--- src/rtl/fetch_branch_predictor_pkg.sv ---
// ----------------------------------------------------------------------------
// fetch_branch_predictor_pkg
//
// Shared LC-3b types used by the fetch-side branch target buffer:
//   lc3b_word       16-bit machine word / address
//   lc3b_btb_ctr    2-bit saturating direction counter
//   lc3b_btb_entry  one BTB entry {valid, tag, target, ctr}
//
// The tag field is sized for the largest tag any table geometry can need
// (15 bits, i.e. pc[15:1]). A table with INDEX_BITS index bits stores its
// (15-INDEX_BITS)-bit tag zero-extended into this field, so every
// geometry shares one entry layout.
// ----------------------------------------------------------------------------
package fetch_branch_predictor_pkg;

   typedef logic [15:0] lc3b_word;
   typedef logic [1:0]  lc3b_btb_ctr;

   localparam int BTB_TAG_MAX_W = 15;

   // Counter encodings: 0/1 predict not taken, 2/3 predict taken.
   localparam lc3b_btb_ctr BTB_CTR_RESET = 2'b01;
   localparam lc3b_btb_ctr BTB_CTR_ALLOC = 2'b10;

   typedef struct packed {
      logic                     valid;
      logic [BTB_TAG_MAX_W-1:0] tag;
      lc3b_word                 target;
      lc3b_btb_ctr              ctr;
   } lc3b_btb_entry;

   localparam lc3b_btb_entry BTB_ENTRY_RESET = '{
      valid  : 1'b0,
      tag    : '0,
      target : '0,
      ctr    : BTB_CTR_RESET
   };

   // Sequential fall-through address; LC-3b instructions are 2 bytes and
   // the add deliberately wraps at the top of the address space.
   function automatic lc3b_word pc_plus2(input lc3b_word pc);
      return pc + 16'd2;
   endfunction

endpackage

--- src/rtl/fetch_branch_predictor_sat_counter2.sv ---
// ----------------------------------------------------------------------------
// sat_counter2
//
// Combinational next-state function of a 2-bit saturating direction counter.
// Counts up on a taken outcome, down otherwise, and sticks at 0 and 3.
//
// Ports:
//   ctr       in   current counter value
//   taken     in   resolved direction of the branch
//   next_ctr  out  counter value after training with 'taken'
// ----------------------------------------------------------------------------
module sat_counter2
   import fetch_branch_predictor_pkg::*;
(
   input  lc3b_btb_ctr ctr,
   input  logic        taken,
   output lc3b_btb_ctr next_ctr
);

   // Move one step toward the observed direction unless already at the
   // end of the range in that direction.
   always_comb begin
      next_ctr = ctr;
      if (taken) begin
         if (ctr != 2'b11) begin
            next_ctr = ctr + 2'd1;
         end
      end else begin
         if (ctr != 2'b00) begin
            next_ctr = ctr - 2'd1;
         end
      end
   end

endmodule

--- src/rtl/fetch_branch_predictor.sv ---
// ----------------------------------------------------------------------------
// fetch_branch_predictor
//
// Direct-mapped branch target buffer with 2-bit direction counters for the
// LC-3b fetch stage. The lookup is purely combinational on fetch_pc; the
// table is trained by the instruction retiring in write-back.
//
// Parameters:
//   INDEX_BITS          log2 of the entry count; index = pc[INDEX_BITS:1],
//                       tag = pc[15:INDEX_BITS+1]
//
// Ports:
//   clk                 in   pipeline clock, table written on rising edge
//   reset               in   async active-high, clears the whole table
//   fetch_pc            in   PC of the instruction being fetched
//   predicted_pc        out  predicted next fetch address
//   branch_prediction   out  1 = BTB hit with counter in a taken state
//   wb_valid            in   a retiring instruction is present
//   wb_pc               in   address of the retiring instruction
//   wb_is_control       in   retiring opcode is br/jmp/jsr/trap
//   wb_taken            in   resolved direction
//   wb_target           in   resolved target address
//   wb_predicted_taken  in   prediction that travelled with the instruction
// ----------------------------------------------------------------------------
module fetch_branch_predictor
   import fetch_branch_predictor_pkg::*;
#(
   parameter int INDEX_BITS = 4
) (
   input  logic     clk,
   input  logic     reset,
   input  lc3b_word fetch_pc,
   output lc3b_word predicted_pc,
   output logic     branch_prediction,
   input  logic     wb_valid,
   input  lc3b_word wb_pc,
   input  logic     wb_is_control,
   input  logic     wb_taken,
   input  lc3b_word wb_target,
   input  logic     wb_predicted_taken
);

   localparam int ENTRIES = 1 << INDEX_BITS;

   lc3b_btb_entry btb_q [ENTRIES];

   logic [INDEX_BITS-1:0]    fetch_idx;
   logic [BTB_TAG_MAX_W-1:0] fetch_tag;
   lc3b_btb_entry            fetch_entry;
   logic                     fetch_hit;

   logic [INDEX_BITS-1:0]    wb_idx;
   logic [BTB_TAG_MAX_W-1:0] wb_tag;
   lc3b_btb_entry            wb_entry;
   logic                     wb_hit;
   lc3b_btb_ctr              wb_next_ctr;

   logic                     upd_en;
   lc3b_btb_entry            upd_entry;

   // Bit 0 of a retiring PC is always zero for aligned instructions and
   // plays no part in indexing or tagging.
   logic                     unused_wb_pc_lsb;
   assign unused_wb_pc_lsb = wb_pc[0];

   // Split both PCs into index and zero-extended tag so stored tags and
   // lookup tags always compare across the full shared tag field.
   assign fetch_idx = fetch_pc[INDEX_BITS:1];
   assign fetch_tag = {{INDEX_BITS{1'b0}}, fetch_pc[15:INDEX_BITS+1]};
   assign wb_idx    = wb_pc[INDEX_BITS:1];
   assign wb_tag    = {{INDEX_BITS{1'b0}}, wb_pc[15:INDEX_BITS+1]};

   assign fetch_entry = btb_q[fetch_idx];
   assign wb_entry    = btb_q[wb_idx];
   assign fetch_hit   = fetch_entry.valid && (fetch_entry.tag == fetch_tag);
   assign wb_hit      = wb_entry.valid && (wb_entry.tag == wb_tag);

   // Zero-latency prediction straight off the table contents. Because the
   // table clears asynchronously, the outputs fall back to the sequential
   // path as soon as reset rises.
   always_comb begin
      branch_prediction = fetch_hit && fetch_entry.ctr[1];
      predicted_pc      = pc_plus2(fetch_pc);
      if (branch_prediction) begin
         predicted_pc = fetch_entry.target;
      end
   end

   sat_counter2 u_sat_counter2 (
      .ctr      (wb_entry.ctr),
      .taken    (wb_taken),
      .next_ctr (wb_next_ctr)
   );

   // Build the replacement entry for the retiring instruction. Hits train
   // the counter (and refresh the target on taken), taken misses allocate
   // a weakly-taken entry over whatever was there, and a non-branch that
   // was predicted taken kills the aliased entry that caused the bogus
   // prediction so the same flush does not repeat.
   always_comb begin
      upd_en    = 1'b0;
      upd_entry = wb_entry;
      if (wb_valid) begin
         if (wb_is_control) begin
            if (wb_hit) begin
               upd_en        = 1'b1;
               upd_entry.ctr = wb_next_ctr;
               if (wb_taken) begin
                  upd_entry.target = wb_target;
               end
            end else if (wb_taken) begin
               upd_en           = 1'b1;
               upd_entry.valid  = 1'b1;
               upd_entry.tag    = wb_tag;
               upd_entry.target = wb_target;
               upd_entry.ctr    = BTB_CTR_ALLOC;
            end
         end else if (wb_predicted_taken && wb_hit) begin
            upd_en          = 1'b1;
            upd_entry.valid = 1'b0;
         end
      end
   end

   // Table storage. Reset wipes every entry at once and overrides any
   // update sampled while it is asserted. There is no write-to-read
   // bypass: a lookup in the same cycle as an update sees the old entry.
   always_ff @(posedge clk or posedge reset) begin
      if (reset) begin
         for (int i = 0; i < ENTRIES; i++) begin
            btb_q[i] <= BTB_ENTRY_RESET;
         end
      end else if (upd_en) begin
         btb_q[wb_idx] <= upd_entry;
      end
   end

endmodule

--- config.mk ---
export PLATFORM = sky130hd
export DESIGN_NAME = fetch_branch_predictor
export DESIGN_NICKNAME = d
export VERILOG_FILES = /design/src/rtl/fetch_branch_predictor_pkg.sv /design/src/rtl/fetch_branch_predictor_sat_counter2.sv /design/src/rtl/fetch_branch_predictor.sv
export SDC_FILE = /design/constraint.sdc
export NUM_CORES = 1
export LEC_CHECK = 0
export BUFFER_PORTS_ARGS = -buffer_cell sky130_fd_sc_hd__buf_2
export CAP_MARGIN = 15
export CORE_MARGIN = 8
export CORE_UTILIZATION = 35
export CTS_CLUSTER_DIAMETER = 150
export DETAILED_ROUTE_END_ITERATION = 12
export PLACE_DENSITY = 0.47
export SYNTH_ARGS = -nofsm -noshare
export SYNTH_HDL_FRONTEND = slang
export SYNTH_SLANG_ARGS = --single-unit
--- constraint.sdc ---
create_clock -name clk -period 29.3 [get_ports clk]
set_input_delay 5.86 -clock clk [delete_from_list [all_inputs] [get_ports clk]]
set_output_delay 5.86 -clock clk [all_outputs]
set_load 0.01 [all_outputs]
# Word level (Yosys, flattened, before mapping)

Cells that the tools add are included.

Add/subtract/negate cells: 3
Order comparisons: 3
Equality and inequality tests: 3
Muxes and demuxes: 26
Bitwise operators: 2
Reductions and logical operators: 6

Operators with widths:

| operator                                            | count |
|---|---|
| bitwise mux 544 bit                                 | 1 |
| binary-select mux 34 bit (select 4 bit)             | 2 |
| 2-to-1 mux 34 bit                                   | 7 |
| demux 34 bit (select 4 bit)                         | 1 |
| 2-to-1 mux 16 bit                                   | 3 |
| 2-to-1 mux 33 bit                                   | 1 |
| == test 15 x 11 -> 1 bit                            | 2 |
| 2-to-1 mux 18 bit                                   | 1 |
| adder 16 x 2 -> 16 bit (second input constant)      | 1 |
| >= comparator 5 bit (second input constant)         | 2 |
| inverter 4 -> 5 bit                                 | 2 |
| 2-to-1 mux 1 bit                                    | 7 |
| 2-to-1 mux 2 bit                                    | 3 |
| logical AND 1 bit                                   | 5 |
| < comparator 5 x 1 -> 1 bit (second input constant) | 1 |
| adder 2 x 1 -> 2 bit (second input constant)        | 1 |
| != test 2 bit (second input constant)               | 1 |
| nonzero test 2 bit                                  | 1 |
| subtractor 2 x 1 -> 2 bit (second input constant)   | 1 |

Register bits after elaboration: 544
Input port bits: 54
Output and inout bits: 17
Word-level logic and storage cells: 107

# Logic depth before layout (Yosys ltp)

Word-level depth: 11
Gate-level depth with buffers: 15
Gate-level depth less buffers: 9

# Hierarchy

Synthesis repeated with hierarchy kept, for this count alone.

Cell total of the unflattened synthesis: 1985
Area, all modules: 30078.8 um^2

Modules (own cells, without submodules):

| module                 | times used | cells an instance | area an instance (um^2) | sequential area each (um^2) |
|---|---|---|---|---|
| fetch_branch_predictor | 1          | 1982              | 30052.6                 | 13633.1 |
| sat_counter2           | 1          | 3                 | 26.3                    | 0.0 |

# Least setup slack after synthesis

No wires, ideal clock.

Path kind: in2out
Start: input fetch_pc[1]
End: output predicted_pc[10]
Arrival: 9.001 ns
Slack: 14.439 ns
Stages on the path: 9
Buffers on the path: 3
Path through: buf_2 buf_1 mux4_2 mux4_2 xnor2_1 and4_1 nand3_1 clkbuf_1 mux2_2

Word-level cells in the longest chain between the ends: 8

RTL lines:

| what                                                 | line                         | source |
|---|---|---|
| from (decl)                                          | fetch_branch_predictor.sv:32 | `input lc3b_word fetch_pc,` |
| inverter 4 -> 5 bit (implied by the code)            | fetch_branch_predictor.sv:73 | `assign fetch_entry = btb_q[fetch_idx];` |
| binary-select mux 34 bit (select 4 bit)              | fetch_branch_predictor.sv:73 |  |
| 2-to-1 mux 34 bit (implied by the code) (2 in a row) | fetch_branch_predictor.sv:73 |  |
| == test 15 x 11 -> 1 bit                             | fetch_branch_predictor.sv:75 | `assign fetch_hit = fetch_entry.valid && (fetch_entry.tag == fetch_tag);` |
| logical AND 1 bit                                    | fetch_branch_predictor.sv:75 |  |
| logical AND 1 bit                                    | fetch_branch_predictor.sv:82 | `branch_prediction = fetch_hit && fetch_entry.ctr[1];` |
| 2-to-1 mux 16 bit *                                  | fetch_branch_predictor.sv:84 | `if (branch_prediction) begin` |
| to (decl)                                            | fetch_branch_predictor.sv:33 | `output lc3b_word predicted_pc,` |

Mark *: on every way between the ends. The rest lies on a longest branch, timed or not. The select of a mux whose other input is x is not followed.

# Final worst setup path

Start: input fetch_pc[2]
End: output predicted_pc[3]

Same word-level chain as after synthesis.

==> impl_metrics.env <==
export IMPL_status="finished clean"
export IMPL_r2r_cells=11
export IMPL_dp_hpwl_um=53750
export IMPL_grt_max_degree=148
export IMPL_drv_cap=0
export IMPL_grt_pass1_vias=19730
export IMPL_multi_input_area_um2=14880
export IMPL_ir_drop_mv=0.04007
export IMPL_hp_class="reg2reg"
export IMPL_crit_chain="buf_6 > buf_4 > nand2_1 > nor4_1 > o21ai_0 > o21ai_0 > nand2_1 > o21ai_0 > nand3_1 > mux2_2 > buf_2"
export IMPL_finish_net_count=2004
export IMPL_ant_nets=0
export IMPL_track_usage_pct=19.46
export IMPL_io_pins=71
export IMPL_path_delay_family="simple AND/OR/NAND/NOR gates"
export IMPL_seqPwrFrac_pct=43.0
export IMPL_synth_main_ff_cell="dfrtp_1"
export IMPL_synthAdderAreaFrac_pct=0.07668
export IMPL_synth_top_family_by_area="multiplexers"
export IMPL_whs_path_depth=2
export IMPL_worst_slew_pin_slew_ns=1.153
export IMPL_slowest_stage="nand3_1"
export IMPL_p_switching_w=0.0004832
export IMPL_cts_buffers=61
export IMPL_period_needed_ns=16.51
export IMPL_largest_reg_flops=544
export IMPL_synth_area_um2=29370
export IMPL_area_growth_syn_to_layout_pct=12.34
export IMPL_pwr_share_comb_pct=12.1
export IMPL_drc_errors=0
export IMPL_ff_latch_area_um2=13630
export IMPL_cp_arrival_ns=10.65
export IMPL_gp_congestion=0.8089
export IMPL_worstSetupPathType="in2out"
export IMPL_crit_fanout=77
export IMPL_grt_remaining_overflow=0
export IMPL_max_slew_margin_rel_pct=22.79
export IMPL_postCtsHoldBufs=0
export IMPL_cts_max_level=2
export IMPL_synth_edf_count=0
export IMPL_initial_core_util_pct=35.21
export IMPL_leakage_nw=14.83
export IMPL_core_um2=83420
export IMPL_syn_area_per_cell_um2=15.12
export IMPL_diodes=0
export IMPL_fin_ws_ns=12.79
export IMPL_drive_gt1_share_pct=46.05
export IMPL_regMostFlops="btb_q"
export IMPL_yosys_warnings=0
export IMPL_setup_tns_ns=0
export IMPL_p_per_area_nw_per_um2=58.67
export IMPL_fillers=7711
export IMPL_timing_fmax_ghz=0.06058
export IMPL_path_depth=11
export IMPL_fin_util_pct=39.55
export IMPL_clockPowerShare_pct=44.9
export IMPL_ys_types=69
export IMPL_port_buffers=69
export IMPL_insertion_delay_ns=0.63
export IMPL_cp_required_ns=23.44
export IMPL_synth_simple_area_share_pct=4.754
export IMPL_ys_ff_latch=544
export IMPL_synth_xor_area_share_pct=1.014
export IMPL_fin_crit_sh_pct=56.33
export IMPL_vias_per_cell=5.836
export IMPL_die_h_um=305.7
export IMPL_cts_tree="yes"
export IMPL_first_pass_iters=5
export IMPL_vias=17980
export IMPL_maxSlewViolCount=0
export IMPL_pre_cts_ws_ns=12.57
export IMPL_rsz0062_at_grt="false"
export IMPL_slowest_delay_ns=0.99
export IMPL_grt_antenna_before_repair=1
export IMPL_die_w_um=305.7
export IMPL_ys_seq_area_share_pct=46.42
export IMPL_row_count=106
export IMPL_synth_nets=1997
export IMPL_ctsResizeCount=0
export IMPL_fin_skew_ns=0.02569
export IMPL_cts_buffer_depth=3
export IMPL_internal_power_w=0.001452
export IMPL_die_area_um2=93440
export IMPL_drtIter0Drc=1186
export IMPL_async_reset_ff_share_pct=100.0
export IMPL_critPathMostFrequentCell="o21ai_0"
export IMPL_cts_setup_buffers=0
export IMPL_setup_viol=0
export IMPL_crit_buf_inv=3
export IMPL_clock_sinks=544
export IMPL_reg_largest_list="btb_q: 544 flops"
export IMPL_synth_mux_area_share_pct=42.05
export IMPL_clkTransAtPathRegs_ns=0.06
export IMPL_synth_cells=1942
export IMPL_totalPowerFinal_w=0.001936
export IMPL_cp_start_kind="input port"
export IMPL_grt_first_pass_wirelength_um=137200
export IMPL_switching_share_pct=24.96
export IMPL_wl_um=90430
export IMPL_cts_root_buf="clkbuf_16"
export IMPL_avgRoutedWirePerCell_um=29.36
export IMPL_synth_compound_area_share_pct=2.603
export IMPL_final_hold_viol_count=0
export IMPL_end_kind="output port"
[through the flow]
stage / area [um^2] / instances / hold WS (ns)
final: 32990 / 3080 / 0.4644
after global routing: 32990 / 3080 / 0.4882
after CTS: 32940 / 3076 / 0.4680
after detailed placement: 30650 / 2962 / 0.4564
after global placement: 30640 / 2961 / 0.4513
after floorplan: 29370 / 1942 / 0.4422
[path summary, 6_finish.rpt]
check                                  from         endpoint  slack, ns
worst min register to register     btb_q[0]         btb_q[0]       0.46
min in group asynchronous             reset       btb_q[365]       5.44
worst min-delay path               btb_q[0]         btb_q[0]       0.46
worst max register to register   btb_q[232]       btb_q[309]      23.88
max in group asynchronous             reset         btb_q[9]      21.55
worst max-delay path            fetch_pc[2]  predicted_pc[3]      12.79
[logic make-up (layout without fill, tap and decap cells)]
family          count (synthesis)  in the layout
xor+xnor                       34             34
flops                         544            544
buf+inv                       192            250
fa+ha+maj                       2              2
simple gates                  233            233
compound gates                114            114
mux                           823            823
[cell usage after synthesis, types with 4 or more instances]
cell type,instances,area (um^2)
and3_1,4,25.02
a211o_1,4,35.03
dfstp_2,16,420.4
buf_4,9,67.56
nor2b_1,56,350.3
buf_2,60,300.3
o21ai_0,37,185.2
nor3_1,9,45.04
clkbuf_1,71,266.5
xnor2_1,29,254.0
nor2_2,11,68.82
nor4_1,6,37.54
o31ai_1,9,67.56
nand4_1,8,50.05
o2111ai_1,5,43.79
xor2_1,5,43.79
mux2_1,117,1318
buf_1,19,71.32
a21oi_1,12,60.06
mux2i_1,47,470.5
mux2_2,380,4279
and2_1,14,87.58
nand3_1,31,155.2
buf_6,10,112.6
dfrtp_1,528,13210
nand2_1,36,135.1
o22ai_1,7,43.79
a22oi_1,9,67.56
inv_1,21,78.83
nor2_1,29,108.9
mux4_2,278,6261
nor4b_1,5,43.79
or3_1,4,25.02
[power groups by stage]
stage / registers [W] / logic, W / clock network, W
after global routing: 0.000840 / 0.000253 / 0.000921
after CTS: 0.000832 / 0.000236 / 0.000891
final: 0.000833 / 0.000234 / 0.000869
after global placement: 0.000844 / 0.000232 / 0
after floorplan: 0.000834 / 0.000172 / 0
after detailed placement: 0.000846 / 0.000235 / 0
[layout make-up]
| type | count | share of cell area, % |
|---|---|---|
| clock buffer | 91 | 5.666 |
| multi-input combinational | 1206 | 45.10 |
| inverter | 23 | 0.2844 |
| clock inverter | 23 | 1.282 |
| timing repair buffer | 113 | 2.253 |
| sequential | 544 | 41.32 |
| tap | 1080 | 4.096 |
[placed cells by master (no fill, tap or decap), types with 5 or more instances in the layout]
master	instances
nand3_1	31
nand2_1	35
nor3_1	9
nor2b_1	56
buf_2	63
nor2_1	29
o22ai_1	7
xor2_1	5
o21ai_0	37
xnor2_1	29
o31ai_1	9
nor4_1	6
mux2_1	117
mux2i_1	47
a21oi_1	12
and2_1	14
nand4_1	8
clkbuf_8	25
clkbuf_1	7
o2111ai_1	5
clkbuf_16	61
a22oi_1	9
mux4_2	278
dfstp_2	16
dfrtp_1	528
clkinv_2	9
inv_1	20
buf_4	44
nor4b_1	5
bufinv_16	12
mux2_2	380
nor2_4	9
[per-layer routing]
| layer | up-vias | share of wire, % | GRT usage, % |
|---|---|---|---|
| li1 | 7515 | - | - |
| met1 | 9880 | 47 | 28.33 |
| met2 | 430 | 46 | 30.58 |
| met3 | 148 | 4.2 | 2.813 |
| met4 | 2 | 2.5 | 4.821 |
| met5 | - | 0.012 | 0 |
[worst min-delay path, stage by stage (launching register included)]
cell,delay [ns]
dfstp_2,0.37
inv_1,0.04
mux2i_1,0.05
No activity file was read; power rests on OpenSTA's default activity.
